`src/rtl/alu_mux_pkg.sv`:
```
// ---------------------------------------------------------------------------
// alu_mux_pkg
// Shared constants and types for the ALU result-return collector.
//   NUM_CH      : number of producer lanes (fixed at 8)
//   W           : data width of one lane word
//   SEL_W       : width of a lane index
//   out_state_t : occupancy of the single output register
// ---------------------------------------------------------------------------
package alu_mux_pkg;

    localparam int NUM_CH = 8;
    localparam int W      = 16;
    localparam int SEL_W  = 3;

    typedef enum logic {
        EMPTY = 1'b0,
        FULL  = 1'b1
    } out_state_t;

endpackage : alu_mux_pkg

```
`src/rtl/rr_pick_8.sv`:
```
// ---------------------------------------------------------------------------
// rr_pick_8
// Purely combinational round-robin picker over eight requesters. The search
// starts at ptr+1 and wraps, so the lane last served has lowest priority.
// Ports:
//   i_req     [7:0] : request vector
//   i_ptr     [2:0] : index of the lane that won most recently
//   o_gnt     [7:0] : one-hot grant, zero when no request
//   o_gnt_idx [2:0] : binary index of the granted lane (0 when none)
//   o_any           : at least one request present
// ---------------------------------------------------------------------------
module rr_pick_8
    import alu_mux_pkg::*;
(
    input  logic [NUM_CH-1:0] i_req,
    input  logic [SEL_W-1:0]  i_ptr,
    output logic [NUM_CH-1:0] o_gnt,
    output logic [SEL_W-1:0]  o_gnt_idx,
    output logic              o_any
);

    logic             w_found;
    logic [SEL_W-1:0] w_idx;

    always_comb begin
        o_gnt     = '0;
        o_gnt_idx = '0;
        w_found   = 1'b0;
        w_idx     = '0;
        // Offsets 1..8; offset 8 wraps back to ptr itself, which is the
        // last candidate considered.
        for (int k = 1; k <= NUM_CH; k++) begin
            w_idx = i_ptr + SEL_W'(k);
            if (!w_found && i_req[w_idx]) begin
                w_found          = 1'b1;
                o_gnt[w_idx]     = 1'b1;
                o_gnt_idx        = w_idx;
            end
        end
    end

    assign o_any = |i_req;

endmodule : rr_pick_8

```
`src/rtl/rr_mux_8to1_16b.sv`:
```
// ---------------------------------------------------------------------------
// rr_mux_8to1_16b
// Round-robin 8-to-1 collector for 16-bit words. Eight producer lanes offer
// words under valid/ready; one word per cycle is forwarded into a single
// registered output stage tagged with its source lane.
// Ports:
//   i_clk        : clock, rising edge
//   i_rst_n      : asynchronous active-low reset
//   i_in_valid   [7:0]   : per-lane word present
//   i_in_data    [127:0] : lane i at bits [16i+15:16i]
//   o_in_ready   [7:0]   : per-lane accept, one-hot or zero
//   o_out_valid          : output register holds a word
//   o_out_data   [15:0]  : forwarded word
//   o_out_sel    [2:0]   : lane that supplied o_out_data
//   i_out_ready          : consumer accepts the output word
// ---------------------------------------------------------------------------
module rr_mux_8to1_16b
    import alu_mux_pkg::*;
(
    input  logic                i_clk,
    input  logic                i_rst_n,
    input  logic [NUM_CH-1:0]   i_in_valid,
    input  logic [NUM_CH*W-1:0] i_in_data,
    output logic [NUM_CH-1:0]   o_in_ready,
    output logic                o_out_valid,
    output logic [W-1:0]        o_out_data,
    output logic [SEL_W-1:0]    o_out_sel,
    input  logic                i_out_ready
);

    out_state_t       r_state;
    logic [SEL_W-1:0] r_ptr;
    logic [W-1:0]     r_data;
    logic [SEL_W-1:0] r_sel;

    logic [NUM_CH-1:0] w_gnt;
    logic [SEL_W-1:0]  w_gnt_idx;
    logic              w_any;
    logic              w_load;
    logic              w_xfer;
    logic [W-1:0]      w_sel_data;

    rr_pick_8 u_pick (
        .i_req     (i_in_valid),
        .i_ptr     (r_ptr),
        .o_gnt     (w_gnt),
        .o_gnt_idx (w_gnt_idx),
        .o_any     (w_any)
    );

    // The register can take a word when empty, or when its current word is
    // leaving on this same edge.
    assign w_load = (r_state == EMPTY) || i_out_ready;

    // Gating with i_rst_n keeps producers from seeing an accept while reset
    // is held, so no handshake can complete on a reset edge.
    assign o_in_ready = (w_load && i_rst_n) ? w_gnt : '0;
    assign w_xfer     = w_load && w_any;

    assign w_sel_data = i_in_data[w_gnt_idx*W +: W];

    always_ff @(posedge i_clk or negedge i_rst_n) begin
        if (!i_rst_n) begin
            r_state <= EMPTY;
            r_ptr   <= SEL_W'(NUM_CH - 1);
            r_data  <= '0;
            r_sel   <= '0;
        end else begin
            case (r_state)
                EMPTY: begin
                    if (w_xfer) begin
                        r_state <= FULL;
                        r_data  <= w_sel_data;
                        r_sel   <= w_gnt_idx;
                        r_ptr   <= w_gnt_idx;
                    end
                end
                FULL: begin
                    if (i_out_ready) begin
                        if (w_xfer) begin
                            r_data <= w_sel_data;
                            r_sel  <= w_gnt_idx;
                            r_ptr  <= w_gnt_idx;
                        end else begin
                            r_state <= EMPTY;
                        end
                    end
                end
                default: r_state <= EMPTY;
            endcase
        end
    end

    assign o_out_valid = (r_state == FULL);
    assign o_out_data  = r_data;
    assign o_out_sel   = r_sel;

endmodule : rr_mux_8to1_16b
```
`config.mk`:
```
export PLATFORM = sky130hd
export DESIGN_NAME = rr_mux_8to1_16b
export DESIGN_NICKNAME = d
export VERILOG_FILES = /design/src/rtl/alu_mux_pkg.sv /design/src/rtl/rr_pick_8.sv /design/src/rtl/rr_mux_8to1_16b.sv
export SDC_FILE = /design/constraint.sdc
export NUM_CORES = 1
export LEC_CHECK = 0
export ABC_CLOCK_PERIOD_IN_PS = 10000
export BUFFER_PORTS_ARGS = -buffer_cell sky130_fd_sc_hd__buf_2
export CAP_MARGIN = 20
export CORE_ASPECT_RATIO = 1.2
export CORE_MARGIN = 4
export CORE_UTILIZATION = 48
export DETAILED_ROUTE_END_ITERATION = 7
export PLACE_DENSITY = 0.92
export SLEW_MARGIN = 20
export SYNTH_ARGS = -nofsm -noshare
export SYNTH_HDL_FRONTEND = slang
export SYNTH_SLANG_ARGS = --single-unit
```
`constraint.sdc`:
```
create_clock -name i_clk -period 10 [get_ports i_clk]
set_input_delay 0.5 -clock i_clk [delete_from_list [all_inputs] [get_ports i_clk]]
set_output_delay 0.5 -clock i_clk [all_outputs]
set_load 0.01 [all_outputs]
```
==> After elaboration in Yosys (flattened, before gate mapping) <==
Cells that the tools add are included.
{ "classes": {"n_addsub": 7, "magnitude_cmp": 16, "eq_ne": 1, "shifts": 1, "muxes": 68, "n_bitwise": 8, "reduce_logical": 26} }
{ "ops": {"columns": ["op", "count"], "rows": [
  ["$shiftx 128x8->16", 1],
  ["$mux 8", 9],
  ["$or 8x8->8", 7],
  ["$mux 3", 12],
  ["$lt 3x4->1 const B", 8],
  ["$mux 16", 2],
  ["$pmux 16 s2", 1],
  ["$mux 1", 25],
  ["$bmux 1 s3", 8],
  ["$demux 1 s3", 8],
  ["$ge 3x1->1 const B", 8],
  ["$logic_and 1x1->1", 17],
  ["$add 3x3->3 const B", 4],
  ["$pmux 3 s2", 2],
  ["$reduce_or 8->1", 1],
  ["$logic_not 1->1", 7],
  ["$add 3x2->3 const B", 2],
  ["$add 3x1->3 const B", 1],
  ["$ne 2x2->1 const B", 1],
  ["$pmux 1 s2", 1],
  ["$logic_or 1x1->1", 1],
  ["$not 1->1", 1]
]} }
{ "word_totals": {"reg_bits": 23, "input_bits": 139, "out_inout_bits": 28, "wordCells": 131} }

==> Depth between registers and ports, before layout <==
Gate-level depths: netlist of run 1.
{ "depth": {"ltp_word": 29, "ltp_mapped": 18, "ltp_nobuf": 11} }

==> Modules after synthesis <==
A second synthesis of run 1 with hierarchy kept.
{ "unflattened": {"hier_cells": 332, "area_unflattened_um2": 3350.7} }
{ "by_module_without_submodules": {"columns": ["module", "instances", "cells_each", "area_each_um2", "seq_area_each_um2"], "rows": [
  ["rr_mux_8to1_16b", 1, 192, 2050.7, 579.3],
  ["rr_pick_8", 1, 140, 1300.0, 0.0]
]} }

==> Least setup slack after synthesis of run 1 <==
OpenSTA, ideal clock, no wires.
{ "synth_path": {"path_kind": "register to register", "from": "reg r_ptr[0]", "to": "reg r_data[0], in the netlist o_out_data[0]", "setup_time_ns": 0.120, "t_arrival_ns": 4.077, "setup_slack_ns": 5.804, "path_stages_with_launch": 18, "path_buffers": 6, "synth_period_minus_slack_ns": 4.196, "cell_sequence": "dfstp_2 buf_4 buf_4 inv_1 clkbuf_1 ha_1 clkbuf_1 inv_2 mux4_2 nand3_2 or4_4 a31oi_2 or2_4 buf_12 buf_4 mux2i_1 nand2_1 and3_1"} }
{ "synth_via": {"elab_chain_len": 29, "elab_cells_between_ends": 56, "classes_between": "add/sub: 7; shift: 1; mux: 34; reduce/logical: 14"} }
{ "synth_rtl": {"columns": ["item", "line", "source"], "rows": [
  ["start, declared", "rr_mux_8to1_16b.sv:32", "logic [SEL_W-1:0] r_ptr;"],
  ["start signal, assigned", "rr_mux_8to1_16b.sv:65", "r_ptr <= SEL_W'(NUM_CH - 1);"],
  ["start signal, assigned", "rr_mux_8to1_16b.sv:75", "r_ptr <= w_gnt_idx;"],
  ["start signal, assigned", "rr_mux_8to1_16b.sv:83", "r_ptr <= w_gnt_idx;"],
  ["$add 3x1->3", "rr_pick_8.sv:33", "w_idx = i_ptr + SEL_W'(k);"],
  ["$bmux 1 s3", "rr_pick_8.sv:34", "if (!w_found && i_req[w_idx]) begin"],
  ["$mux 1 (implied by the code)", "rr_pick_8.sv:34", null],
  ["$mux 1", "rr_pick_8.sv:34", null],
  ["$logic_not 1->1", "rr_pick_8.sv:34", null],
  ["$logic_and 1x1->1", "rr_pick_8.sv:34", null],
  ["$mux 1", "rr_pick_8.sv:34", null],
  ["$logic_not 1->1", "rr_pick_8.sv:34", null],
  ["(+13 left out)", null, null],
  ["$mux 1", "rr_pick_8.sv:34", null],
  ["$logic_not 1->1", "rr_pick_8.sv:34", null],
  ["$logic_and 1x1->1", "rr_pick_8.sv:34", null],
  ["$mux 3 *", "rr_pick_8.sv:34", null],
  ["$shiftx 128x8->16 *", "rr_mux_8to1_16b.sv:60", "assign w_sel_data = i_in_data[w_gnt_idx*W +: W];"],
  ["$mux 16 *", "rr_mux_8to1_16b.sv:71, rr_mux_8to1_16b.sv:80", null],
  ["$mux 16", "rr_mux_8to1_16b.sv:79", "if (i_out_ready) begin"],
  ["$pmux 16 s2 *", "rr_mux_8to1_16b.sv:69", "case (r_state)"],
  ["end signal, assigned", "rr_mux_8to1_16b.sv:73", "r_data <= w_sel_data;"],
  ["end signal, assigned", "rr_mux_8to1_16b.sv:81", "r_data <= w_sel_data;"],
  ["end, declared", "rr_mux_8to1_16b.sv:33", "logic [W-1:0] r_data;"]
]} }
Mark *: on every way between the ends. The rest lies on a longest branch, timed or not. The select of a mux whose other input is x is not followed.
A chain may end at the register's enable or synchronous reset.

==> Final worst setup path of run 1 <==
{ "layout_path": {"from": "reg r_ptr[0]", "to": "reg r_data[4], in the netlist o_out_data[4]"} }
Same word-level chain as after synthesis.

==> results of run 1 <==
==> worst register-to-register path, cell delays in order (launching register included) <==
cell	delay [ps]
dfstp_2	930
inv_1	440
ha_1	800
inv_2	240
mux4_2	460
nand3_2	110
or3_1	410
o21ai_0	120
nand3_1	680
nor3_2	820
a221oi_1	210
and3_1	210
==> cell families (layout without fill, tap and decap cells) <==
family / Yosys count / count (layout) / synth area share (%)
buf+inv: 45 / 190 / 6.722
compound gates: 102 / 102 / 23.31
simple gates: 140 / 140 / 20.60
mux: 69 / 69 / 28.03
xor+xnor: 2 / 2 / 0.7864
fa+ha+maj: 6 / 6 / 2.358
flops: 23 / 23 / 18.20
==> layer usage <==
layer / part of all wire [%] / up-vias
met2: 51 / 234
met3: 8.2 / 55
met4: 5.8 / 0
li1: - / 1767
met5: 0 / -
met1: 35 / 1771
==> worst min-delay path by stage <==
stage          cells after the start    start            end
2_1_floorplan                      0  i_rst_n  o_out_data[0]
3_3_place_gp                       1  i_rst_n   o_out_sel[2]
3_5_place_dp                       1  i_rst_n    o_out_valid
4_1_cts                            1  i_rst_n    o_out_valid
5_1_grt                            1  i_rst_n   o_out_sel[1]
6_report                           1  i_rst_n   o_out_sel[1]
==> flip-flops by register name, indices dropped and copies added, names as in the netlist <==
name	flops
o_out_data	16
o_out_sel	3
o_out_valid	1
r_ptr	3
==> stage by stage <==
step / std cells / power [mW] / worst slack, ps / hold slack [ps]
floorplan: 387 / 1.582 / 5804 / 204.4
global placement: 613 / 1.876 / 4774 / 501.4
detailed placement: 613 / 1.902 / 4520 / 506.9
CTS: 617 / 1.968 / 4525 / 225.0
global route: 617 / 2.126 / 4067 / 240.0
finish: 617 / 1.991 / 4478 / 201.4
==> layout make-up <==
type / instances / area (um2) / share of cell area, %
clock buffers: 3 / 41.29 / 1.020
clock inverters: 1 / 7.507 / 0.1855
well taps: 85 / 106.4 / 2.628
flip-flops and latches: 23 / 579.3 / 14.31
multi-input cells: 319 / 2400 / 59.29
repair buffers: 168 / 845.8 / 20.90
inverters: 18 / 67.56 / 1.669
==> cell usage in the layout, fill, tap and decap left out, types with 2 or more instances in the layout <==
master	netlist	routed
a2111oi_0	2	2
a211oi_1	2	2
a211oi_2	4	4
a21boi_0	4	4
a21oi_1	28	28
a221o_1	5	5
a221oi_1	10	10
a222oi_1	4	4
and2_1	3	3
and3_1	10	10
buf_2	5	166
buf_4	6	2
clkbuf_8	0	3
dfrtp_1	20	20
dfstp_2	3	3
ha_1	6	6
inv_1	17	17
mux2_2	11	11
mux2i_1	43	43
mux4_2	14	14
nand2_1	32	32
nand2b_1	3	3
nand3_1	4	4
nor2_1	60	59
nor2_2	1	2
nor3_1	3	3
nor4_1	13	13
o211ai_1	3	3
o21a_1	2	2
o21ai_0	9	9
o22ai_1	13	13
o2bb2ai_1	5	5
or3_1	2	2
or4_1	3	3
==> cells in the mapped netlist, drive strengths merged (2+ instances only) <==
cell / instances
a221oi: 10
o21a: 2
mux4: 14
and3: 10
a21oi: 28
o2bb2ai: 5
o22ai: 13
or4: 4
a2111oi: 2
clkbuf: 13
mux2: 11
a21boi: 4
buf: 14
nor2: 61
nor3: 4
o211ai: 3
inv: 18
or3: 2
o21ai: 9
dfstp: 3
nand2b: 3
mux2i: 44
nand3: 5
nand2: 32
ha: 6
a211oi: 6
a222oi: 4
dfrtp: 20
and2: 4
nor4: 13
a221o: 5
a32oi: 2
==> power breakdown <==
| group | switching [mW] | leakage (nW) | internal, mW |
|---|---|---|---|
| clock network | 0.0319 | 0.0217 | 0.0282 |
| registers | 0.0604 | 0.251 | 0.154 |
| logic | 1.02 | 1.63 | 0.701 |
==> metrics.csv, run 1 <==
stage;metric;value;unit
run_status;status;finished clean;
cts;cts_hold_buf;0;
floorplan;dieArea;8003;um2
worst_setup_path;slowest_stage;dfstp_2;
yosys;synth_ff_type;dfrtp_1;
yosys;syn-num-nets;532;
yosys;syn_area_per_cell;8.225;um2
floorplan;die_y;97.21;um
grt;grtUsageMet1;32.77;%
worst_setup_path;critical_path_class;reg -> reg;
cells_and_area;syn_to_final_growth;27.16;%
timing;slew_viol_final;0;
cts;cts_buffer_depth;2;
worst_setup_path;crit_buf_inv;2;
cts;post_cts_buffers;0;
timing;min_period;5522;ps
yosys;ys_types;56;
timing;hold_violations;0;
routing;ant_nets;0;
cts;clkTransAtPathRegs;90;ps
cells_and_area;drive_gt1_share;40.79;%
cts;cts_tree;yes;
yosys;ys_ff_latch;23;
routing;routedWlPerCell;19.53;um
placed_design;numPortBuffers;166;
placed_design;dp_hpwl;9798;um
placed_design;place_area;3999;um2
routing;drt-initial-drc-count;308;
worst_setup_path;cp-startpoint;r_ptr[0];
timing;slew_headroom;31.19;%
floorplan;pin_count;167;
floorplan;coreArea;6446;um2
timing;fmax;0.1811;GHz
routing;viasPerCell;6.203;
run;cap_violations;0;
routing;first_pass_iters;5;
grt;use_met3;3.618;%
floorplan;initial_core_util;49.38;%
pwr;p_leak;1.903;nW
timing;fin_skew;9.108;ps
worst_setup_path;path_delay_family;simple AND/OR/NAND/NOR gates;
worst_setup_path;worst_setup_path_start_kind;flop;
routing;vias;3827;
yosys;yosysSeqAreaShare;18.20;%
worst_setup_path;slowest_delay;930;ps
routing;drc_errors;0;
worst_setup_path;r2r_setup_slack;4480;ps
cells_and_area;num-nets-final;678;
worst_setup_path;reg2reg_to;o_out_data[4];
grt;grt_first_pass_wirelength;17970;um
cts;cts_sinks;23;
grt;grt_busiest_layer;met2;
pwr;ir_drop;0.0002260;V
yosys;synthArstFlopShare;100.0;%
grt;grt_max_degree;29;
grt;grt_pass1_vias;3857;
grt;global_route.usage.total;28.73;%
floorplan;rows;32;
cts;cts.htree.levels;1;
worst_setup_path;r2r_start;r_ptr[0];
grt;grt_overflow;0;
pwr;power_density;491.8;nW/um2
timing;setup_total_negative_slack;0;ps
yosys;synth_top_area_share;15.72;%
worst_setup_path;arrival;5680;ps
cts;cts_buffers;3;
worst_setup_path;path_cells;inv_1 > ha_1 > inv_2 > mux4_2 > nand3_2 > or3_1 > o21ai_0 > nand3_1 > nor3_2 > a221oi_1 > and3_1;
floorplan;die_x;82.34;um
yosys;synth_edf_count;0;
placed_design;gp_congestion;0.9765;
cts;clock_latency;270;ps
yosys;syn-cell-area;3183;um2
timing;finalSetupViolCount;0;
worst_setup_path;cp-end-kind;flop;
cells_and_area;utilization;62.79;%
grt;grt_antenna_before_repair;0;
yosys;synth_area_leader_cell;dfrtp_1;
hold_path;hold_path.class;in -> async;
yosys;ys_top_cells_by_area;dfrtp_1 (16%), mux2i_1 (14%), mux4_2 (9.9%), nor2_1 (7.1%), a21oi_1 (4.4%);
worst_setup_path;worstPathMaxFanout;28;
worst_setup_path;cp.depth;11;
cts;cts-resized-gates;0;
yosys;ys_warn_count;0;
timing;worst_pin_slew;1031;ps
routing;detail_route.wirelength;12050;um
yosys;synth_cells;387;
timing;rsz0062_at_grt;false;
worst_setup_path;ff2ff_path_depth;11;
cells_and_area;final_area;4048;um2
worst_setup_path;required;10160;ps
cells_and_area;n_fill_cell;587;
worst_setup_path;endpoint;o_out_data[4];
cts;cts-root-buf;clkbuf_8;
grt;gr-usage-met2;49.81;%
cells_and_area;n_antenna_cell;0;
timing;fin_crit_sh;55.22;%
Note: power is estimated with default switching activity, not from simulation.
==> run 2, diff against run 1 <==
--- a/config.mk
+++ b/config.mk
@@ -5,14 +5,14 @@
 export SDC_FILE = /design/constraint.sdc
 export NUM_CORES = 1
 export LEC_CHECK = 0
-export ABC_CLOCK_PERIOD_IN_PS = 10000
+export ABC_CLOCK_PERIOD_IN_PS = 5000
 export BUFFER_PORTS_ARGS = -buffer_cell sky130_fd_sc_hd__buf_2
 export CAP_MARGIN = 20
 export CORE_ASPECT_RATIO = 1.2
 export CORE_MARGIN = 4
-export CORE_UTILIZATION = 48
+export CORE_UTILIZATION = 42
 export DETAILED_ROUTE_END_ITERATION = 7
-export PLACE_DENSITY = 0.92
+export PLACE_DENSITY = 0.86
 export SLEW_MARGIN = 20
 export SYNTH_ARGS = -nofsm -noshare
 export SYNTH_HDL_FRONTEND = slang
==> constraint.sdc (replaced) <==
create_clock -name i_clk -period 5 [get_ports i_clk]
set_input_delay 0.25 -clock i_clk [delete_from_list [all_inputs] [get_ports i_clk]]
set_output_delay 0.25 -clock i_clk [all_outputs]
set_load 0.01 [all_outputs]
==> run 2 against run 1 <==
Effect of this change:
- worst setup slack lost 4100 ps
- non-clock buffer count increased by 6
- first-iteration DRC count shrank 10%
- critical path depth is the same
- die area is 13% higher
- sequential share of layout area is 0.19 points lower
- sequential power up 81%
- clock-buffer cell count did not move
- clock skew grew 1.8 ps
- critical path type unchanged
- critical endpoint is now o_out_data[1]
- largest cell class unchanged
==> metrics.csv, run 2 (synthesis gave the netlist of run 1 again) <==
stage;metric;value;unit
run_status;status;finished clean;
placed_design;numPortBuffers;166;
worst_setup_path;worst_setup_path_start_kind;flop;
floorplan;rows;34;
timing;fin_crit_sh;91.51;%
cells_and_area;utilization;56.05;%
cts;post_cts_buffers;0;
placed_design;dp_hpwl;9846;um
cts;cts_buffer_depth;2;
cells_and_area;final_area;4101;um2
cells_and_area;num-nets-final;684;
pwr;p_leak;1.930;nW
cts;cts-resized-gates;0;
cts;clock_latency;270;ps
routing;drc_errors;0;
cts;cts.htree.levels;1;
worst_setup_path;slowest_stage;dfstp_2;
routing;vias;3878;
grt;grt_max_degree;29;
pwr;swShare;55.01;%
pwr;seqPwrFrac;9.7;%
timing;fin_skew;10.93;ps
grt;grt_antenna_before_repair;0;
floorplan;die_x;87.47;um
cells_and_area;syn_to_final_growth;28.85;%
placed_design;gp_congestion;0.9536;
cts;cts_sinks;23;
placed_design;place_area;4043;um2
worst_setup_path;arrival;4790;ps
cts;cts_tree;yes;
routing;drt-initial-drc-count;276;
cts;clkTransAtPathRegs;100;ps
timing;slew_headroom;47.54;%
floorplan;dieArea;9041;um2
grt;grt_overflow;0;
routing;detail_route.wirelength;12030;um
run;cap_violations;0;
cts;cts-root-buf;clkbuf_8;
cells_and_area;drive_gt1_share;41.26;%
cells_and_area;largest_register_ffs;16;
floorplan;pin_count;167;
grt;grt_first_pass_wirelength;18330;um
pwr;power_density;984.3;nW/um2
pwr;p_int;1.816;mW
worst_setup_path;slowest_delay;730;ps
routing;ant_nets;0;
floorplan;die_y;103.4;um
cells_and_area;n_antenna_cell;0;
timing;setup_total_negative_slack;0;ps
pwr;power.switching;2.221;mW
floorplan;coreArea;7317;um2
routing;routedWlPerCell;19.15;um
cts;cts_hold_buf;1;
cells_and_area;n_fill_cell;700;
grt;global_route.usage.total;25.46;%
timing;hold_violations;0;
cells_and_area;final_common_cell;buf_2;
timing;finalSetupViolCount;0;
timing;slew_viol_final;0;
routing;first_pass_iters;5;
pwr;ir_drop;0.0005125;V
cts;cts_buffers;3;
pwr;power_frac_comb;87.3;%
worst_setup_path;critical_path_class;reg -> reg;
floorplan;initial_core_util;43.50;%
worst_setup_path;path_cells;inv_1 > ha_1 > mux4_2 > mux2i_4 > nand3_2 > or4_4 > a31oi_2 > or2_4 > nor3_2 > a221oi_1 > and3_1;
routing;viasPerCell;6.175;
timing;worst_pin_slew;784.0;ps
grt;grt_pass1_vias;3893;
timing;fmax;0.2185;GHz
pwr;clkPwrFrac;3.1;%
cells_and_area;final_cell_mix;buf_2 (166), nor2_1 (59), mux2i_1 (43), nand2_1 (32), a21oi_1 (28);
worst_setup_path;worstPathMaxFanout;20;
cells_and_area;regArea;579.3;um2
cells_and_area;multi_input_area;2400;um2
timing;rsz0062_at_grt;false;
timing;min_period;4576;ps
hold_path;hold_path.class;in -> reg;
worst_setup_path;required;5220;ps
worst_setup_path;cp-end-kind;flop;
run 2: power groups by stage:
stage                     registers, mW  clock network, mW  logic, mW
after CTS                         0.387              0.122       3.49
after detailed placement          0.391                  0       3.47
after floorplan                   0.392                  0       2.77
final                             0.390              0.123       3.52
after global placement            0.387                  0       3.42
after global routing              0.402              0.130       3.80
run 2: worst paths after layout:
check	endpoint	depth (start not counted)	slack [ps]	start
max	o_out_data[1]	11	420	r_ptr[1]
min	o_out_data[5]	3	290	i_in_data[37]
max reg2reg	o_out_data[1]	11	420	r_ptr[1]
min reg2reg	o_out_sel[1]	2	560	o_out_sel[1]
max in group asynchronous	o_out_data[13]	2	4130	i_rst_n
min in group asynchronous	o_out_valid	2	490	i_rst_n
run 2: layout make-up:
cell class                      instances  share of cell area [%]
Clock buffer                            3                   1.007
Clock inverter                          1                  0.1830
Inverter                               18                   1.647
Multi-Input combinational cell        319                   58.51
Sequential cell                        23                   14.12
Tap cell                               90                   2.746
Timing Repair Buffer                  174                   21.78
run 2: routing by layer:
layer	vias to the layer above	share of wire (%)	GRT usage (%)
li1	1772	-	-
met1	1833	35	28.44
met2	227	52	46.69
met3	46	8.6	4.358
met4	0	4.2	11.81
met5	-	0	0
run 2: worst max-delay path: cells and delay by family, from the launching register on:
kind | cells | cell delay (ps)
and+or+nand+nor | 5 | 1520
muxes | 2 | 880
buffers and inverters | 1 | 180
adders and majority gates | 1 | 510
AOI/OAI and AO/OA | 2 | 680
DFF | 1 | 730
run 2: per-stage QoR:
step | total power, mW | setup WS [ps] | hold WS, ps | cells
CTS | 4.001 | 483.9 | 283.7 | 628
finish | 4.037 | 424.3 | 287.3 | 628
global route | 4.332 | 93.25 | 284.1 | 628
global placement | 3.803 | 590.4 | 255.6 | 623
detailed placement | 3.859 | 496.2 | 261.9 | 623
floorplan | 3.165 | 803.6 | -45.59 | 387
